`src/rtl/apb_master_bridge.sv`:
```
// Request/response to APB bridge: IDLE -> SETUP -> ACCESS, all APB and response outputs registered.
// Optional ACCESS-phase timeout abort is built only when APB_TIMEOUT_EN is defined.
module apb_master_bridge #(
  parameter int DATA_WIDTH     = 8,
  parameter int ADDR_WIDTH     = 8,
  parameter int TIMEOUT_CYCLES = 16
) (
  input  logic                  PCLK,
  input  logic                  PRESETn,
  input  logic                  req_valid,
  output logic                  req_ready,
  input  logic                  req_write,
  input  logic [ADDR_WIDTH-1:0] req_addr,
  input  logic [DATA_WIDTH-1:0] req_wdata,
  output logic                  rsp_valid,
  output logic [DATA_WIDTH-1:0] rsp_rdata,
  output logic                  rsp_err,
  output logic                  PSELx,
  output logic                  PENABLE,
  output logic                  PWRITE,
  output logic [ADDR_WIDTH-1:0] PADDR,
  output logic [DATA_WIDTH-1:0] PWDATA,
  input  logic                  PREADY,
  input  logic [DATA_WIDTH-1:0] PRDATA
);

  typedef enum logic [1:0] {
    ST_IDLE   = 2'd0,
    ST_SETUP  = 2'd1,
    ST_ACCESS = 2'd2
  } state_t;

  state_t                  state_r;
  state_t                  state_nxt_s;
  logic                    accept_s;
  logic                    done_s;
  logic                    timeout_s;
  logic                    timeout_hit_s;
  logic                    rsp_valid_r;
  logic [DATA_WIDTH-1:0]   rsp_rdata_r;
  logic                    psel_r;
  logic                    penable_r;
  logic                    pwrite_r;
  logic [ADDR_WIDTH-1:0]   paddr_r;
  logic [DATA_WIDTH-1:0]   pwdata_r;

  if (TIMEOUT_CYCLES < 1) begin : g_bad_timeout
    $error("apb_master_bridge: TIMEOUT_CYCLES must be at least 1");
  end

  assign req_ready = (state_r == ST_IDLE);
  assign accept_s  = req_valid && (state_r == ST_IDLE);

  // Next-state decode; PREADY is only looked at while in ACCESS.
  always_comb begin
    state_nxt_s = state_r;
    done_s      = 1'b0;
    timeout_s   = 1'b0;
    case (state_r)
      ST_IDLE: begin
        if (req_valid) begin
          state_nxt_s = ST_SETUP;
        end else begin
          state_nxt_s = ST_IDLE;
        end
      end
      ST_SETUP: begin
        state_nxt_s = ST_ACCESS;
      end
      ST_ACCESS: begin
        if (PREADY) begin
          state_nxt_s = ST_IDLE;
          done_s      = 1'b1;
        end else if (timeout_hit_s) begin
          state_nxt_s = ST_IDLE;
          timeout_s   = 1'b1;
        end else begin
          state_nxt_s = ST_ACCESS;
        end
      end
      default: begin
        state_nxt_s = ST_IDLE;
      end
    endcase
  end

  // State register.
  always_ff @(posedge PCLK or negedge PRESETn) begin
    if (!PRESETn) begin
      state_r <= ST_IDLE;
    end else begin
      state_r <= state_nxt_s;
    end
  end

  // APB and response outputs; address/data are frozen at acceptance so req_* may change freely.
  always_ff @(posedge PCLK or negedge PRESETn) begin
    if (!PRESETn) begin
      psel_r      <= 1'b0;
      penable_r   <= 1'b0;
      pwrite_r    <= 1'b0;
      paddr_r     <= {ADDR_WIDTH{1'b0}};
      pwdata_r    <= {DATA_WIDTH{1'b0}};
      rsp_valid_r <= 1'b0;
      rsp_rdata_r <= {DATA_WIDTH{1'b0}};
    end else begin
      psel_r      <= (state_nxt_s != ST_IDLE);
      penable_r   <= (state_nxt_s == ST_ACCESS);
      rsp_valid_r <= done_s || timeout_s;
      if (accept_s) begin
        pwrite_r <= req_write;
        paddr_r  <= req_addr;
        pwdata_r <= req_wdata;
      end
      if (done_s) begin
        rsp_rdata_r <= pwrite_r ? {DATA_WIDTH{1'b0}} : PRDATA;
      end else if (timeout_s) begin
        rsp_rdata_r <= {DATA_WIDTH{1'b0}};
      end
    end
  end

`ifdef APB_TIMEOUT_EN
  localparam int CNT_W = $clog2(TIMEOUT_CYCLES + 1);
  localparam logic [CNT_W-1:0] CNT_LAST = CNT_W'(TIMEOUT_CYCLES - 1);

  logic [CNT_W-1:0] to_cnt_r;
  logic             rsp_err_r;

  assign timeout_hit_s = (to_cnt_r == CNT_LAST);
  assign rsp_err       = rsp_err_r;

  // Counts ACCESS cycles without PREADY; restarts with every accepted request.
  always_ff @(posedge PCLK or negedge PRESETn) begin
    if (!PRESETn) begin
      to_cnt_r <= {CNT_W{1'b0}};
    end else if (accept_s) begin
      to_cnt_r <= {CNT_W{1'b0}};
    end else if ((state_r == ST_ACCESS) && !PREADY) begin
      to_cnt_r <= to_cnt_r + CNT_W'(1);
    end
  end

  // Error flag accompanies each response.
  always_ff @(posedge PCLK or negedge PRESETn) begin
    if (!PRESETn) begin
      rsp_err_r <= 1'b0;
    end else if (done_s || timeout_s) begin
      rsp_err_r <= timeout_s;
    end
  end
`else
  assign timeout_hit_s = 1'b0;
  assign rsp_err       = 1'b0;
`endif

  assign PSELx     = psel_r;
  assign PENABLE   = penable_r;
  assign PWRITE    = pwrite_r;
  assign PADDR     = paddr_r;
  assign PWDATA    = pwdata_r;
  assign rsp_valid = rsp_valid_r;
  assign rsp_rdata = rsp_rdata_r;

endmodule
```
`config.mk`:
```
export PLATFORM = sky130hd
export DESIGN_NAME = apb_master_bridge
export DESIGN_NICKNAME = d
export VERILOG_FILES = /design/src/rtl/apb_master_bridge.sv
export SDC_FILE = /design/constraint.sdc
export NUM_CORES = 1
export LEC_CHECK = 0
export CORE_ASPECT_RATIO = 0.9
export CORE_MARGIN = 3
export CORE_UTILIZATION = 43
export DETAILED_ROUTE_END_ITERATION = 12
export PLACE_DENSITY = 0.91
export SYNTH_ARGS = -nofsm -noshare
export SYNTH_HDL_FRONTEND = slang
export SYNTH_SLANG_ARGS = --single-unit
```
`constraint.sdc`:
```
create_clock -name PCLK -period 2 [get_ports PCLK]
set_input_delay 0.5 -clock PCLK [delete_from_list [all_inputs] [get_ports PCLK]]
set_output_delay 0.5 -clock PCLK [all_outputs]
set_load 0.01 [all_outputs]
```
==> run summary <==
outcome - finished clean
Final Power - 2900 uW
Die Span Y - 57.3 microns
total CTS buffers - 5
Avg Synthesized Cell Area - 16.3 sq um
cts hold-fix bufs - 0
DR WL/cell - 14.8 microns
drt pass-1 iters - 2
multiplexer share of the synthesized area - 27.5%
worst endpoint required time - 1.50 ns
Max Fclk - 0.519 GHz
Buf/Inv on CP - 1
HP Class - register to register
maximum VDD drop - 0.839 mV
slowest stage delay, CP - 0.54 ns
reg2reg path depth - 3
antenna violations before repair - 0
cell area power density - 1490 nW/um^2
Hold Crit Start - PADDR[7]
H-tree levels - 2
XOR/XNOR Fraction of Synth Area - 0%
largest net degree at the start of global routing - 31
Hold EP - PADDR[7]
clock-pin slew on the worst setup and hold paths - 0.08 ns
antenna viol nets, final - 0
synthesis warning total - 0
CORE AREA - 2620 sq um
DP Cell Count - 172
via count - 833
Final Hold Fails - 0
Setup Skew - 0.00426 ns
Period Utilization, post-route - 96.4%
Post-Route Setup TNS - 0 ns
Slew Limit Fails - 0
Yosys reg bits - 30
design area - 1950 sq um
register area share after synthesis - 59.8%
Non-Filler Instances - 180
post-synthesis cell count - 77
most frequent cells in the layout - clkdlybuf4s50_1 (57), dfrtp_1 (28), mux2_4 (17)
DRC Markers - 0
Compound-Gate Fraction of Synth Area - 1.20%
Detailed Place HPWL - 2020 microns
largest family of logic cells by synthesized area - multiplexers
Clock Sinks - 30
clk buf depth - 2
placed cell area - 1890 sq um
die width - 63.0 microns
IO Pins - 59
Max Used Layer - met3
clk_lat worst skew - 0.31 ns
post-synthesis cell area - 1260 sq um
diode count - 0
layout cells sized above 1 - 28.2%
CP Launch Type - register
Post-CTS Setup Inserts - 0
vias in the first global route - 940
WL met2 - 1390 microns
Area Overhead vs Synth - 55.1%
synth unique cells - 14
CP delay by family, top - buffers and inverters
Routed met3 length - 208 microns
biggest area consumer among synthesized cells - dfrtp_1
# rows - 17
worst-path maximum fanout - 7
post-synth top area share - 59.8%
hold path depth - 1
RSZ-0062 raised after global routing - no
Synth area leaders - dfrtp_1 (60%), mux2_4 (20%), mux2_2 (7.2%)
most common cell after layout, fill and taps aside - clkdlybuf4s50_1
GP Congestion - 0.682
PostCTS Resize Cnt - 0
Vias/cell - 4.63
P_leak - 0.000844 uW
Synth Area in Adders - 0%
type of destination of the critical path - output pin
Root Driver - clkbuf_4
Reg2Reg Launch Point - state_r[1]
critical path class - register to output pin
Starting DRT DRC Count - 12
endpoints failing setup - 0
initial cell density of the core - 48.0%
CP max-delay cell - clkdlybuf4s50_1
CTS tree - built
fin nets - 170
syn nets - 106
M1 wire length - 1060 microns
Synth Area in Simple Gates - 6.97%
reg-to-reg slack, setup - 0.65 ns
total gr overflow - 0
GRT Util Overall - 16.1%
WL final - 2660 microns
WP data arrival - 1.43 ns
Die ar. - 3610 sq um
Reg-to-Reg End - PWDATA[2]
first-pass GRT wire length - 4420 microns
Buffers on Ports - 57
CP Cell Sequence - nor2_1 > clkdlybuf4s50_1
max cap viols - 0
Tmin final - 1.93 ns
## layout make-up
type	instances	area, sq um
clock buffers	7	55.1
repair buffers	61	626
clock inverters	1	5.00
flip-flops and latches	30	753
multi-input cells	42	458
well taps	38	47.5
fillers	186	668
inverters	1	3.75
## worst max-delay path by stage
stage	end	from	cells past startpoint
2_1_floorplan	PADDR[0]	req_valid	4
3_5_place_dp	PWDATA[4]	req_valid	4
3_3_place_gp	PWDATA[5]	req_valid	4
5_1_grt	req_ready	state_r[1]	2
6_report	req_ready	state_r[1]	2
4_1_cts	req_ready	state_r[1]	2
## power breakdown
| part | leakage, uW | internal (uW) | switching (uW) |
|---|---|---|---|
| clock | 0.0000353 | 170 | 188 |
| sequential | 0.000362 | 904 | 181 |
| combinational | 0.000447 | 970 | 491 |
## Yosys cell counts
master and count:
inv_1 1, buf_6 2, conb_1 1, mux2_4 17, and3b_1 1, nor3b_2 1
dfrtp_1 30, buf_12 1, nor2_1 2, nor2b_1 8, or3b_2 1, mux2_2 8
o21ai_0 3, buf_4 1
## worst reg2reg max path: stages, from the launching register on
cell and delay, ns:
dfrtp_2 0.46, nor3b_4 0.24, buf_12 0.19, mux2_2 0.35
## layer usage
metal,GRT usage (%),vias up
met3,5.71,0
li1,-,386
met4,4.72,0
met1,18.6,406
met5,0,-
met2,28.1,41
## stage by stage
| step | hold slack [ns] | utilization (%) | worst slack, ns |
|---|---|---|---|
| 2_1_floorplan | 0.204 | - | 0.642 |
| 3_3_place_gp | 0.491 | 72.1 | 0.140 |
| 3_5_place_dp | 0.493 | 72.1 | 0.0978 |
| 4_1_cts | 0.514 | 74.4 | 0.0262 |
| 5_1_grt | 0.527 | 74.5 | 0.00341 |
| 6_report | 0.511 | 74.5 | 0.0724 |
## logic make-up after synthesis
logic type             count (synthesis)
flip-flops                            30
multiplexers                          25
AND/OR/NAND/NOR                       13
buffers and inverters                  5
AO/OA/AOI/OAI                          3
other                                  1
## flip-flops by register name (all words and copies together) (netlist names)
| register | count |
|---|---|
| PENABLE | 1 |
| PADDR | 8 |
| rsp_rdata | 8 |
| state_r | 2 |
| rsp_valid | 1 |
| PSELx | 1 |
| PWRITE | 1 |
| PWDATA | 8 |
Power figures use the tool's default switching activity.
==> RTL change 1: new RTL, same flow settings <==
Build with the macro `APB_TIMEOUT_EN` defined.
--- a/src/rtl/apb_master_bridge.sv
+++ b/src/rtl/apb_master_bridge.sv
@@ -2,2 +2,4 @@
 // Optional ACCESS-phase timeout abort is built only when APB_TIMEOUT_EN is defined.
+`define APB_TIMEOUT_EN
+
 module apb_master_bridge #(
Behaviour: same outputs for any inputs over 10 cycles, from zero or initial values and one cycle with PRESETn low; that may be too few to reach the edited logic, so the function may still have changed.
==> RTL change 1 against the unedited design <==
  * Sequential cell count grew 6
  * Total power grew 7.2%
  * Final area grew 11%
  * Register-to-register slack lost 0.34 ns
  * Utilization shrank 4.8 points
  * Fmax grew 0.83%
  * Sequential power grew 14%
  * Routed wire length grew 17%
  * Synthesized area grew 14%
  * Setup slack gained 0.016 ns
  * Largest cell class unchanged
==> RTL change 1: results (changes against the unedited design) <==
----------------------------------------------------
[Run status]
  Outcome ... finished, final reports clean

[STA]
  Worst slack on hold paths ... 0.483 ns (-0.0276 ns)
  Achievable frequency ... 523 MHz (+0.83%)
  Fin Clk Skew ... 0.00258 ns (-0.00168 ns)

[Global route]
  GR Layer Usage met1 ... 18.5% (-0.19 points)
  Largest net degree at the start of global routing ... 37 (+19%)
  Total GRT Usage ... 16.9% (+0.84 points)
  Wire length of the first global-routing pass ... 4.94 mm (+12%)

[Routing]
  Detailed route wirelength on metal2 ... 1.57 mm (+13%)
  Top routing layer in use ... met4
  Met3 routed wirelength ... 266 um (+28%)
  Detailed-route wire length per cell ... 15.4 um (+4.3%)

[Layout]
  Total non-filler cell area in the finished layout ... 2170 um2 (+11%)
  Final #Nets ... 190 (+12%)
  Number of non-filler instances in the completed layout ... 201 (+12%)
  Filler cell count in the final layout ... 208 (+12%)

[Hold path]
  Startpoint of the lowest-slack hold path ... to_cnt_r[3]$_DFFE_PN0P_

[Place]
  Detailed-placement wirelength estimate ... 2.31 mm (+15%)
  Port-buffer cells ... 58 (+1.8%)
  Final weighted congestion in routability-driven placement ... 0.701 (+2.9%)

[Clock network]
  Root buffer selected by CTS ... sky130_fd_sc_hd__clkbuf_8
  Clock insertion delay at the later pin of the skew report ... 0.28 ns (-0.03 ns)

[Yosys]
  Top cell type's share of synthesized area ... 62.9% (+3.2 points)
  Xor/xnor cell area share of the yosys netlist ... 1.22% (+1.2 points)
  Part of the Yosys area used for sequential elements ... 62.9% (+3.2 points)
  Share of synthesized area spent on multiplexers ... 15.6% (-12 points)

[Power and ir drop]
  Static Leakage ... 0.954 nW (+13%)
  Cell-internal power ... 2.19 mW (+7.2%)

[Worst setup path]
  Worst reg2reg path depth ... 5 (+2)
  Worst reg2reg path endpoint ... rsp_rdata[4]$_DFFE_PN0P_

----------------------------------------------------
## RTL change 1: cell count changes in the layout (fill, tap and decap cells not counted), sizes merged, moves of 6 or more
cell / unedited run / this run
dfrtp: 30 / 36
a22o: 0 / 10
nor2b: 8 / 1
mux2: 25 / 19
## RTL change 1: layout make-up
type | count | area share [%]
multi-input cells | 51 | 22.4
inverters | 3 | 0.519
clock buffers | 7 | 4.44
well taps | 42 | 2.42
flip-flops and latches | 36 | 41.6
repair buffers | 62 | 28.7
## RTL change 1: worst max path at each step
stage	end	from
global route	req_ready	state_r[1]$_DFF_PN0_
global placement	PSELx$_DFF_PN0_	PREADY
CTS	req_ready	state_r[1]$_DFF_PN0_
detailed placement	PADDR[4]$_DFFE_PN0P_	req_valid
floorplan	PSELx$_DFF_PN0_	to_cnt_r[0]$_DFFE_PN0P_
finish	req_ready	state_r[1]$_DFF_PN0_
==> RTL change 2: new RTL, same settings <==
Without the edit above. The 3 states of `state_t` get a one-hot encoding in 3 bits.
--- a/src/rtl/apb_master_bridge.sv
+++ b/src/rtl/apb_master_bridge.sv
@@ -26,6 +26,6 @@
 
-  typedef enum logic [1:0] {
-    ST_IDLE   = 2'd0,
-    ST_SETUP  = 2'd1,
-    ST_ACCESS = 2'd2
+  typedef enum logic [2:0] {
+    ST_IDLE   = 3'b001,
+    ST_SETUP  = 3'b010,
+    ST_ACCESS = 3'b100
   } state_t;
Behaviour: no difference found for any inputs over 10 cycles, from zero or initial values and one cycle with PRESETn low; not proved beyond that.
==> RTL change 2 against the unedited design <==
  * Setup slack improved by 0.050 ns
  * Highest routed layer is now met4
  * Sequential share of layout area up 0.49 points
  * Synthesized area grew 2.1%
  * Routed wire length is 2.0% lower
  * Largest cell class unchanged
  * Largest power group unchanged
  * Total power is 11% lower
  * Sequential cell count rose by 1
  * Final area up 1.9%
  * Critical endpoint unchanged
  * Register-to-register slack got worse by 0.17 ns
  * Hold slack lost 0.0025 ns
==> RTL change 2: results (changes against the unedited design) <==
----------------------------------------------------
[Worst setup path]
  Cell family contributing the most delay on the critical path ... flip-flops
  Worst reg2reg path endpoint ... PWDATA[4]$_DFFE_PN0P_
  Slowest stage delay, CP ... 0.59 ns (+0.05 ns)
  Slowest-stage cell, CP ... sky130_fd_sc_hd__dfstp_2
  Worst EP arrival ... 1.38 ns (-0.05 ns)
  Critical path origin ... state_r[0]$_DFF_PN1_
  Setup slack of the worst register-to-register path ... 0.48 ns (-0.17 ns)

[Global route]
  Wire length of the first global-routing pass ... 4.40 mm (-0.61%)
  GR Layer Usage met1 ... 18.2% (-0.41 points)
  Total GRT Usage ... 15.9% (-0.20 points)
  Number of global-route vias before repair ... 912 (-3.0%)
  GRT met3 Usage ... 6.01% (+0.30 points)
  Largest net degree at the start of global routing ... 32 (+3.2%)
  Met2 layer usage reported by global route ... 26.5% (-1.6 points)

[Run status]
  Outcome ... finished, final reports clean

[Yosys]
  Part of the Yosys area used for sequential elements ... 60.6% (+0.82 points)
  Top cells by area in the synthesized netlist ... sky130_fd_sc_hd__dfrtp_1, sky130_fd_sc_hd__mux2_2, sky130_fd_sc_hd__mux2_4
  Distinct cell type count after synthesis ... 18 (+4)
  Share of the synthesized area in compound gates (AO/OA/AOI/OAI) ... 0.780% (-0.41 points)
  Most common library cells after synthesis ... sky130_fd_sc_hd__dfrtp_1, sky130_fd_sc_hd__mux2_2, sky130_fd_sc_hd__mux2_4, sky130_fd_sc_hd__nor2b_1, sky130_fd_sc_hd__buf_6
  Share of synthesized area spent on multiplexers ... 24.3% (-3.2 points)

[Layout]
  Fraction of final layout cells sized beyond drive strength 1 ... 26.2% (-2.0 points)
  Filler cell count in the final layout ... 209 (+12%)
  Final #Nets ... 173 (+1.8%)

[Routing]
  Via count ... 868 (+4.2%)
  TritonRoute pass-1 iters ... 4 (+2)
  Violation count after the first detailed-route iteration ... 38 (+26)
  Detailed-route wire length per cell ... 14.1 um (-4.6%)

[Floorplan]
  Number of placement rows ... 18 (+1)

[Clock network]
  Clock insertion delay at the later pin of the skew report ... ~0.32 ns

[Place]
  Pre-CTS setup slack ... -0.00222 ns (-0.100 ns)
  Final weighted congestion in routability-driven placement ... 0.676 (-0.88%)
  Detailed-placement wirelength estimate ... 1.98 mm (-1.7%)

[STA]
  Achievable frequency ... 533 MHz (+2.7%)
  Fin Clk Skew ... 0.00398 ns (-0.000275 ns)

[Power and ir drop]
  Clock-net power ... 402 uW (+12%)
  Static Leakage ... 0.838 nW (-0.65%)
  Switching power ... 749 uW (-13%)
  Max rail drop VDD ... 0.000656 V (-22%)

[Hold path]
  End of the worst hold path ... PWDATA[1]$_DFFE_PN0P_
  Startpoint of the lowest-slack hold path ... PWDATA[1]$_DFFE_PN0P_

----------------------------------------------------
## RTL change 2: per-stage QoR
stage	instances	power, mW	cell area, um2	util [%]	hold slack (ns)
4_1_cts	185	2.63	1980	71.1	0.512
2_1_floorplan	80	1.57	1280	-	0.204
3_5_place_dp	177	2.22	1920	68.6	0.491
6_report	185	2.58	1980	71.1	0.509
5_1_grt	185	2.75	1980	71.1	0.541
3_3_place_gp	177	2.17	1920	68.6	0.476
## RTL change 2: what timing repair did
item                                    in CTS  in global routing
setup buffers                                0                  0
hold buffers                                 0                  0
resized for setup                            1                  0
endpoints found under the setup margin       1                  0
## RTL change 2: layout make-up
cell class              instances  share of cell area, %
flip-flops and latches         31                   39.2
repair buffers                 61                   31.5
multi-input cells              45                   23.4
clock buffers                   8                   3.47
well taps                      40                   2.52
## RTL change 2: layer usage
layer / wire [um] / share of wire, % / vias to the layer above
li1: - / - / 402
met1: 1080 / 41 / 424
met2: 1300 / 50 / 37
met3: 195 / 7.5 / 5
met4: 36 / 1.4 / 0
met5: 0 / 0 / -
